<file path="config.mk">
export PLATFORM = sky130hd
export DESIGN_NAME = aes_round_key_store_flat
export DESIGN_NICKNAME = d
export VERILOG_FILES = /design/src/rtl/aes_round_key_store_if.sv /design/src/rtl/aes_round_key_store.sv /design/src/flat_wrapper.sv
export SDC_FILE = /design/constraint.sdc
export NUM_CORES = 2
export LEC_CHECK = 0
export ABC_AREA = 1
export CAP_MARGIN = 20
export CELL_PAD_IN_SITES_DETAIL_PLACEMENT = 0
export CELL_PAD_IN_SITES_GLOBAL_PLACEMENT = 1
export CORE_UTILIZATION = 52
export CTS_BUF_LIST = sky130_fd_sc_hd__clkbuf_4 sky130_fd_sc_hd__clkbuf_8 sky130_fd_sc_hd__clkbuf_16
export DETAILED_ROUTE_END_ITERATION = 10
export PLACE_DENSITY = 0.92
export SLEW_MARGIN = 40
export SYNTH_ARGS = -nofsm -noshare
export SYNTH_HDL_FRONTEND = slang
export SYNTH_SLANG_ARGS = --single-unit
</file>
<file path="constraint.sdc">
create_clock -name clk -period 10.7 [get_ports clk]
set_input_delay 3.21 -clock clk [delete_from_list [all_inputs] [get_ports clk]]
set_output_delay 3.21 -clock clk [all_outputs]
set_load 0.005 [all_outputs]
</file>
<file path="src/rtl/aes_round_key_store_if.sv">
// Bus bundle between key expansion/round controller (master) and the round-key store (slave).
interface aes_round_key_store_if #(
    parameter int KEY_W = 128
);
    logic [1:0]       mode;
    logic             load_start;
    logic             wr_en;
    logic [3:0]       wr_round;
    logic [KEY_W-1:0] wr_key;
    logic             rd_req;
    logic [3:0]       rd_round;
    logic             rd_dec;
    logic [KEY_W-1:0] rd_key;
    logic             rd_valid;
    logic             sched_ready;
    logic             busy;
    logic             err;

    modport master (
        output mode, load_start, wr_en, wr_round, wr_key, rd_req, rd_round, rd_dec,
        input  rd_key, rd_valid, sched_ready, busy, err
    );

    modport slave (
        input  mode, load_start, wr_en, wr_round, wr_key, rd_req, rd_round, rd_dec,
        output rd_key, rd_valid, sched_ready, busy, err
    );
endinterface

</file>
<file path="src/rtl/aes_round_key_store.sv">
// Round-key buffer: captures one key-schedule pass, serves forward or reverse-ordered reads.
// Optional AES_KEY_STORE_ZEROIZE_EN wipes every entry before each new capture.
module aes_round_key_store #(
    parameter int KEY_W    = 128,
    parameter int MAX_KEYS = 15
) (
    input  logic                  clk,
    input  logic                  reset_n,
    aes_round_key_store_if.slave  bus
);

`ifdef AES_KEY_STORE_ZEROIZE_EN
    typedef enum logic [1:0] {IDLE = 2'd0, LOAD = 2'd1, READY = 2'd2, CLEAR = 2'd3} state_t;
`else
    typedef enum logic [1:0] {IDLE = 2'd0, LOAD = 2'd1, READY = 2'd2} state_t;
`endif

    state_t                state_q, state_d;
    logic [1:0]            mode_q, mode_d;
    logic [MAX_KEYS-1:0]   bitmap_q, bitmap_d;
    logic [KEY_W-1:0]      rd_key_q, rd_key_d;
    logic                  rd_valid_q, rd_valid_d;
    logic                  sched_ready_q, sched_ready_d;
    logic                  busy_q, busy_d;
    logic                  err_q, err_d;
    logic [KEY_W-1:0]      mem_q [MAX_KEYS];
    logic                  mem_we_d;
    logic [3:0]            mem_addr_d;
    logic [KEY_W-1:0]      mem_wdata_d;
`ifdef AES_KEY_STORE_ZEROIZE_EN
    logic [3:0]            clr_cnt_q, clr_cnt_d;
`endif

    logic [3:0]            last_idx_s;
    logic [MAX_KEYS-1:0]   full_mask_s;
    logic                  sched_full_s;
    logic [3:0]            rd_idx_s;
    logic                  rd_ok_s;

    // Highest key index and required bitmap for the latched key size
    always_comb begin
        case (mode_q)
            2'b00: begin
                last_idx_s  = 4'd10;
                full_mask_s = MAX_KEYS'(15'h07FF);
            end
            2'b01: begin
                last_idx_s  = 4'd12;
                full_mask_s = MAX_KEYS'(15'h1FFF);
            end
            default: begin
                last_idx_s  = 4'd14;
                full_mask_s = MAX_KEYS'(15'h7FFF);
            end
        endcase
    end

    // Physical read index: decipher walks the schedule from the last key down
    always_comb begin
        if (bus.rd_dec) begin
            rd_idx_s = last_idx_s - bus.rd_round;
        end else begin
            rd_idx_s = bus.rd_round;
        end
    end

    assign sched_full_s = ((bitmap_q & full_mask_s) == full_mask_s);
    assign rd_ok_s      = (state_q == READY) && (bus.rd_round <= last_idx_s);

    // Next-state, capture and read-response logic
    always_comb begin
        state_d       = state_q;
        mode_d        = mode_q;
        bitmap_d      = bitmap_q;
        rd_key_d      = rd_key_q;
        rd_valid_d    = 1'b0;
        sched_ready_d = sched_ready_q;
        busy_d        = busy_q;
        err_d         = err_q;
        mem_we_d      = 1'b0;
        mem_addr_d    = bus.wr_round;
        mem_wdata_d   = bus.wr_key;
`ifdef AES_KEY_STORE_ZEROIZE_EN
        clr_cnt_d     = clr_cnt_q;
`endif
        if (bus.load_start) begin
            // Reserved size falls back to the deepest schedule but is flagged
            if (bus.mode == 2'b11) begin
                mode_d = 2'b10;
                err_d  = 1'b1;
            end else begin
                mode_d = bus.mode;
                err_d  = 1'b0;
            end
            bitmap_d      = '0;
            sched_ready_d = 1'b0;
            busy_d        = 1'b1;
`ifdef AES_KEY_STORE_ZEROIZE_EN
            state_d       = CLEAR;
            clr_cnt_d     = 4'd0;
`else
            state_d       = LOAD;
`endif
        end else begin
            if (bus.rd_req) begin
                rd_valid_d = 1'b1;
                if (rd_ok_s) begin
                    rd_key_d = mem_q[rd_idx_s];
                end else begin
                    rd_key_d = '0;
                    err_d    = 1'b1;
                end
            end else begin
                rd_valid_d = 1'b0;
            end

            case (state_q)
                IDLE: begin
                    state_d = IDLE;
                end
                LOAD: begin
                    if (bus.wr_en) begin
                        if (bus.wr_round <= last_idx_s) begin
                            mem_we_d               = 1'b1;
                            bitmap_d[bus.wr_round] = 1'b1;
                        end else begin
                            err_d = 1'b1;
                        end
                    end else begin
                        mem_we_d = 1'b0;
                    end
                    if (sched_full_s) begin
                        state_d       = READY;
                        sched_ready_d = 1'b1;
                        busy_d        = 1'b0;
                    end else begin
                        state_d = LOAD;
                    end
                end
                READY: begin
                    state_d = READY;
                end
`ifdef AES_KEY_STORE_ZEROIZE_EN
                CLEAR: begin
                    mem_we_d    = 1'b1;
                    mem_addr_d  = clr_cnt_q;
                    mem_wdata_d = '0;
                    if (bus.wr_en) begin
                        err_d = 1'b1;
                    end else begin
                        err_d = err_q;
                    end
                    if (clr_cnt_q == 4'(MAX_KEYS - 1)) begin
                        state_d   = LOAD;
                        clr_cnt_d = 4'd0;
                    end else begin
                        clr_cnt_d = clr_cnt_q + 4'd1;
                    end
                end
`endif
                default: begin
                    state_d       = IDLE;
                    sched_ready_d = 1'b0;
                    busy_d        = 1'b0;
                end
            endcase
        end
    end

    // Control and output registers
    always_ff @(posedge clk or negedge reset_n) begin
        if (!reset_n) begin
            state_q       <= IDLE;
            mode_q        <= 2'b00;
            bitmap_q      <= '0;
            rd_key_q      <= '0;
            rd_valid_q    <= 1'b0;
            sched_ready_q <= 1'b0;
            busy_q        <= 1'b0;
            err_q         <= 1'b0;
`ifdef AES_KEY_STORE_ZEROIZE_EN
            clr_cnt_q     <= 4'd0;
`endif
        end else begin
            state_q       <= state_d;
            mode_q        <= mode_d;
            bitmap_q      <= bitmap_d;
            rd_key_q      <= rd_key_d;
            rd_valid_q    <= rd_valid_d;
            sched_ready_q <= sched_ready_d;
            busy_q        <= busy_d;
            err_q         <= err_d;
`ifdef AES_KEY_STORE_ZEROIZE_EN
            clr_cnt_q     <= clr_cnt_d;
`endif
        end
    end

    // Key storage; unreset because the bitmap gates every read
    always_ff @(posedge clk) begin
        if (mem_we_d) begin
            mem_q[mem_addr_d] <= mem_wdata_d;
        end
    end

    assign bus.rd_key      = rd_key_q;
    assign bus.rd_valid    = rd_valid_q;
    assign bus.sched_ready = sched_ready_q;
    assign bus.busy        = busy_q;
    assign bus.err         = err_q;

endmodule

</file>
<file path="src/flat_wrapper.sv">
// flat-port wrapper written by rule: the top's interface ports become plain ports
module aes_round_key_store_flat 
#(
    parameter int KEY_W    = 128,
    parameter int MAX_KEYS = 15
)
  (clk, reset_n, bus_mode, bus_load_start, bus_wr_en, bus_wr_round, bus_wr_key, bus_rd_req, bus_rd_round, bus_rd_dec, bus_rd_key, bus_rd_valid, bus_sched_ready, bus_busy, bus_err);
  aes_round_key_store_if #(.KEY_W(KEY_W)) bus_i ();
  input  logic clk;
  input  logic reset_n;
  input wire logic [$bits(bus_i.mode)-1:0] bus_mode;
  input wire logic [$bits(bus_i.load_start)-1:0] bus_load_start;
  input wire logic [$bits(bus_i.wr_en)-1:0] bus_wr_en;
  input wire logic [$bits(bus_i.wr_round)-1:0] bus_wr_round;
  input wire logic [$bits(bus_i.wr_key)-1:0] bus_wr_key;
  input wire logic [$bits(bus_i.rd_req)-1:0] bus_rd_req;
  input wire logic [$bits(bus_i.rd_round)-1:0] bus_rd_round;
  input wire logic [$bits(bus_i.rd_dec)-1:0] bus_rd_dec;
  output wire logic [$bits(bus_i.rd_key)-1:0] bus_rd_key;
  output wire logic [$bits(bus_i.rd_valid)-1:0] bus_rd_valid;
  output wire logic [$bits(bus_i.sched_ready)-1:0] bus_sched_ready;
  output wire logic [$bits(bus_i.busy)-1:0] bus_busy;
  output wire logic [$bits(bus_i.err)-1:0] bus_err;
  assign bus_i.mode = bus_mode;
  assign bus_i.load_start = bus_load_start;
  assign bus_i.wr_en = bus_wr_en;
  assign bus_i.wr_round = bus_wr_round;
  assign bus_i.wr_key = bus_wr_key;
  assign bus_i.rd_req = bus_rd_req;
  assign bus_i.rd_round = bus_rd_round;
  assign bus_i.rd_dec = bus_rd_dec;
  assign bus_rd_key = bus_i.rd_key;
  assign bus_rd_valid = bus_i.rd_valid;
  assign bus_sched_ready = bus_i.sched_ready;
  assign bus_busy = bus_i.busy;
  assign bus_err = bus_i.err;
  aes_round_key_store #(.KEY_W(KEY_W), .MAX_KEYS(MAX_KEYS)) u_core (.clk(clk), .reset_n(reset_n), .bus(bus_i));
endmodule
</file>
# == Yosys cells after proc, flatten, opt, wreduce, memory -nomap -nowiden ==
# Memories as Yosys holds them, arrays and structs flattened.
# Cells that the tools add are included.
# classes
shift,0
reduce_logical,11
n_bitwise,3
addsub,1
div_mod_pow,0
n_mul,0
n_lt_le_gt_ge,4
n_eq_ne,7
mux,35
# ops
op,n
$mux W128,1
$mux W15,4
$pmux W15 S2,1
$mux W1,20
$and A15 B15 Y15,1
$eq A15 B15 Y1,1
$or A15 B15 Y15,1
$le A4 B4 Y1,2
$mux W2,3
$pmux W3 S2,1
$reduce_bool A2 Y1,3
$lt A4 B5 Y1 const B,1
$demux W1 S4,1
$eq A2 B1 Y1 const B,2
$eq A2 B2 Y1 const B,2
$ge A4 B1 Y1 const B,1
$logic_not A2 Y1,2
$mux W4,1
$pmux W1 S2,2
$pmux W2 S2,1
$reduce_and A2 Y1,2
$sub A4 B4 Y4,1
$ne A3 B2 Y1 const B,1
$reduce_and A3 Y1,1
4 further kinds,5
# word_totals
wordCells,70
latchBits,0
out_inout_bits,132
mem_bits_ro,0
input_bits,144
ramBits,1920
ff_bits,151
memories,1
# memory_table
memory,words,word_bits,read_ports,rd_ports_with_merged_regs,wr,line_no,text
u_core.mem_q,15,128,1,0,1,aes_round_key_store.sv:26,logic [KEY_W-1:0] mem_q [MAX_KEYS];

# == Longest topological paths before layout ==
# depth
word_depth,10
depth_mapped,15
mapped_depth_nobuf,13

# == Least setup slack after synthesis ==
# No wires, ideal clock.
# synth_timing
path_kind,in2reg
from,input bus_wr_round[2]
to,memory u_core.mem_q[0][0] (enable)
arrival_time_ps,9323
path_buffers,0
setup_slack_ps,760
setup_time_ps,617
required_time_ps,10083
stages,6
cell_sequence,ha_1 -> inv_1 -> o21bai_1 -> nand3_1 -> nand3_1 -> nor2_1
# synth_between
elab_chain_cells,7
# synth_rtl
item,line_no,text
"start, declared",flat_wrapper.sv:14,input wire logic [$bits(bus_i.wr_round)-1:0] bus_wr_round;
$le A4 B4 Y1,aes_round_key_store.sv:123,if (bus.wr_round <= last_idx_s) begin
$mux W1,aes_round_key_store.sv:123,
$mux W1,aes_round_key_store.sv:122,if (bus.wr_en) begin
$mux W1,aes_round_key_store.sv:117,case (state_q)
$mux W1,aes_round_key_store.sv:86,if (bus.load_start) begin
$mux W1,aes_round_key_store.sv:201,if (mem_we_d) begin
$mux W1 (implied by the code),aes_round_key_store.sv:202,mem_q[mem_addr_d] <= mem_wdata_d;
"end, declared",aes_round_key_store.sv:26,
# Parallel ways exist; a longest one is shown, timed or not.

# == Worst setup path in the final report ==
# layout_timing
from,input bus_load_start
to,memory u_core.mem_q[11][63] (enable)
# layout_between
elab_chain_cells,3
# layout_rtl
item,line_no,text
"start, declared",flat_wrapper.sv:12,input wire logic [$bits(bus_i.load_start)-1:0] bus_load_start;
$mux W1,aes_round_key_store.sv:86,
$mux W1,aes_round_key_store.sv:201,
$mux W1 (implied by the code),aes_round_key_store.sv:202,
# Every way passes these cells.

==> results list <==
- The worst path in the final design needs a cycle of ~6.4 ns, including I/O delays and setup.
* Detailed-routing iteration count for the pre-antenna-repair pass: 6
- Max Freq: 155 MHz
- Total via count after detailed routing: between 60000 and 70000
- The number of antenna violations at the first check in global routing is 23.
* Placeable core region: between 150000 and 200000 sq um
- Filler-free cell count of the finished design: 12800
- Counting flops and latches in the post-synthesis netlist gives 2071.
* Share of final-layout standard cells stronger than drive strength 1: 4.80%
- Sequential cells were found to cover between 60% and 70% of the synthesized design area.
- Synth unique cells: 25
* Floorplan die height: 424 um
- The congestion estimate from routability-driven global placement came to around 0.80.
- Net switching power: around 0.0042 W
* Maximum buffer depth of the clock tree: 3
- After detailed routing, the total wire length is approximately 240 mm.
- Total congestion overflow after global routing: 0
- The number of max-slew violations in the final report is 0.
- STA classifies the critical path endpoint as a register.
* Leak pwr: just over 50 nW
* Post-cts hold buffer count: 0
- Maximum Capacitance Violations: 0
* Count of synthesis-stage warnings from yosys: 0
- Final setup skew: 0.0426 ns
- End-of-flow core utilization: about 60%
- First-pass GRT wire length: around 370 mm
* Cell at the root of the clock tree: sky130_fd_sc_hd__clkbuf_16
* Maximum VDD drop: between 150 and 200 uV
* Startpoint type of the worst setup path: input port
* Switching part of the total power: approximately a quarter
* Slew at the pin closest to its max-slew limit: about 0.9 ns
- Setup repair after global routing left no endpoint under its margin.
- Compared with the post-synthesis result, the final layout area differs by 13.3%.
- The initial utilization of the core area, before any placement, comes to 52.5%.
- The critical path is of the in2reg type.
- Detailed placer's ending HPWL: ~130 mm
* Relative slew slack: 40.2%
- Counting the buffers created by CTS gives 210.
- Dividing the final minimum period by the clock period gives around three fifths.
- Clock-pin slew was measured on the worst setup and hold paths at ~0.060 ns.
- From left edge to right edge, the die measures around 420 um.
* Post-Syn Area per Cell: just over 9 sq um
- Number of buffer cells added on primary ports: about 280
* Aggregate global-route resource usage: 26.8%
- Initial DRC Count: 5863
* Required time reported for the critical path endpoint: between 10 and 15 ns
- Die area: approximately 180000 sq um
- Number of failing setup endpoints in the final timing report: 0
- Final number of hold-violating endpoints: 0
- Worst min-delay path class: reg2reg
- roughly 280 I/O pins were placed.
* Part of the power in registers: between 50% and 60%
- CP Data Arrival Time: slightly below 7 ns
- Mapped Cells: 10100
- Number of routed nets with antenna violations: 0
- Summed over all instances, the cell type with the most area after synthesis is sky130_fd_sc_hd__edfxtp_1.
* Latest clock arrival within the worst-skew pair: 0.87 ns
- Number of setup buffers added after CTS: 0
- The floorplan has 154 rows.
- Total Negative Setup Slacks: 0 ns
- At the end of the flow, the number of nets in the layout was approximately 10000.
- Clock network fraction of total power: a little over two fifths
* Net count of the mapped netlist: between 10000 and 15000
* Via count of the first global-routing pass: 62200
* Mapped Area: 92800 sq um
- In the post-synthesis netlist, the biggest area contributors are sky130_fd_sc_hd__edfxtp_1, sky130_fd_sc_hd__nand2_1, sky130_fd_sc_hd__inv_1.
- TritonCTS built the clock tree.
- In this run the power density over the cells is around 170 nW/um^2.
- Hold Worst Slack: 0.480 ns
* Part of the total power dissipated in combinational logic: approximately 8.1%
- Top cell type's share of synthesized area: between 60% and 70%
* Number of instances resized during post-cts repair: 0
- Total number of H-tree levels: 4
* Total power of the final layout: 0.0177 W
- The clock drives between 2000 and 2500 sinks.
- In this run the worst path has a maximum fanout of 30.
- The flow ran to the end, and the final reports show no timing, DRC or antenna violations.
* DRC violation count after routing: 0
* Cell total after placement: 12400
- Internal power consumption: around 0.014 W
- Pin count of the biggest net entering global routing: 145
- In the final routed layout, each cell accounts on average for 18.9 um.
- Routed vias/inst: approximately 5.0
==> path summary, 6_finish.rpt <==
kind                                                     end  cells after the start  slack (ns)                              start
min reg2reg                u_core.bus.rd_key[58]$_DFFE_PN0P_                      2        0.48  u_core.bus.rd_key[58]$_DFFE_PN0P_
min in group asynchronous  u_core.bus.rd_key[28]$_DFFE_PN0P_                      1        2.38                            reset_n
max in group asynchronous    u_core.bitmap_q[11]$_DFFE_PN0P_                      2        7.05                            reset_n
max                           u_core.mem_q[11][63]$_DFFE_PP_                      6        4.25                     bus_load_start
max reg2reg                   u_core.mem_q[11][63]$_DFFE_PP_                      9        6.38       u_core.mode_q[1]$_DFFE_PN0P_
min                        u_core.bus.rd_key[58]$_DFFE_PN0P_                      2        0.48  u_core.bus.rd_key[58]$_DFFE_PN0P_
==> synth_stat cells, drive strengths merged <==
cell type,count
a21oi,2
buf,360
clkbuf,79
clkinv,1
dfrtp,151
edfxtp,1920
fa,1
ha,8
inv,1805
nand2,5430
nand3,150
nand3b,128
nand4,2
nor2,32
nor3,1
o21ai,15
o21bai,1
o22ai,3
or2,1
==> cell usage in the layout, fill, tap and decap left out, types with 27 or more instances in the layout <==
cell type	instances
sky130_fd_sc_hd__inv_1	1803
sky130_fd_sc_hd__clkdlybuf4s50_1	273
sky130_fd_sc_hd__clkbuf_4	58
sky130_fd_sc_hd__clkbuf_16	213
sky130_fd_sc_hd__clkinv_2	39
sky130_fd_sc_hd__edfxtp_1	1920
sky130_fd_sc_hd__nand3b_1	128
sky130_fd_sc_hd__buf_6	27
sky130_fd_sc_hd__dfrtp_1	151
sky130_fd_sc_hd__clkinv_1	36
sky130_fd_sc_hd__buf_4	51
sky130_fd_sc_hd__nand3_1	150
sky130_fd_sc_hd__nand2_1	5423
==> critical path, stage by stage <==
cell and delay [ns]:
sky130_fd_sc_hd__clkdlybuf4s50_1 0.70, sky130_fd_sc_hd__clkinv_1 0.57, sky130_fd_sc_hd__nand3_1 0.46, sky130_fd_sc_hd__nor2_4 0.68, sky130_fd_sc_hd__buf_4 0.62, sky130_fd_sc_hd__buf_4 0.61
==> sequential cells by signal, indices dropped and copies added, names as in the netlist <==
register and count:
u_core.bus.busy 1, u_core.bus.sched_ready 1, u_core.bus.rd_key 128, u_core.state_q 2, u_core.mode_q 2, u_core.bitmap_q 15, u_core.mem_q 1920, u_core.bus.rd_valid 1
u_core.bus.err 1
==> power by group through the flow <==
stage | Clock (W) | Sequential (W) | Combinational [W]
after floorplan | 0 | 0.00909 | 0.000874
after global placement | 0 | 0.00908 | 0.00138
after detailed placement | 0 | 0.00909 | 0.00141
after CTS | 0.00747 | 0.00892 | 0.00142
after global routing | 0.00779 | 0.00892 | 0.00159
final | 0.00739 | 0.00892 | 0.00144
==> metal layers <==
layer  vias up  wire [um]  GRT usage, %  share of wire, %
li1      30900          -             -                 -
met1     30600      96300          34.1                40
met2      2346     119000          46.1                49
met3       455      17100          3.78               7.1
met4        22       9410          10.8               3.9
met5         -        135             0             0.056
==> through the flow <==
| stage | area, sq um | worst slack [ns] |
|---|---|---|
| floorplan | 92800 | 0.760 |
| global placement | 97400 | 3.25 |
| finish | 105000 | 4.25 |
| global route | 105000 | 4.13 |
| CTS | 105000 | 4.28 |
| detailed placement | 97900 | 3.42 |
==> cell type report <==
cell class	instances	area, sq um
Fill cell	14200	71600
Sequential cell	2071	61400
Multi-Input combinational cell	5774	22700
Inverter	1806	6790
Clock buffer	286	5970
Timing Repair Buffer	389	4260
Tap cell	2340	2930
Clock inverter	107	1060
Antenna cell	8	20.0
==> kinds of logic (layout without fill, tap and decap cells) <==
logic type	Yosys count	after routing	synth area share, %
compound gates	21	21	0.124
fa+ha+maj	9	9	0.129
buf+inv	2245	2588	9.56
flops	2071	2071	66.2
other cells	0	8	0
simple gates	5744	5744	24.0
Power figures use the tool's default switching activity.
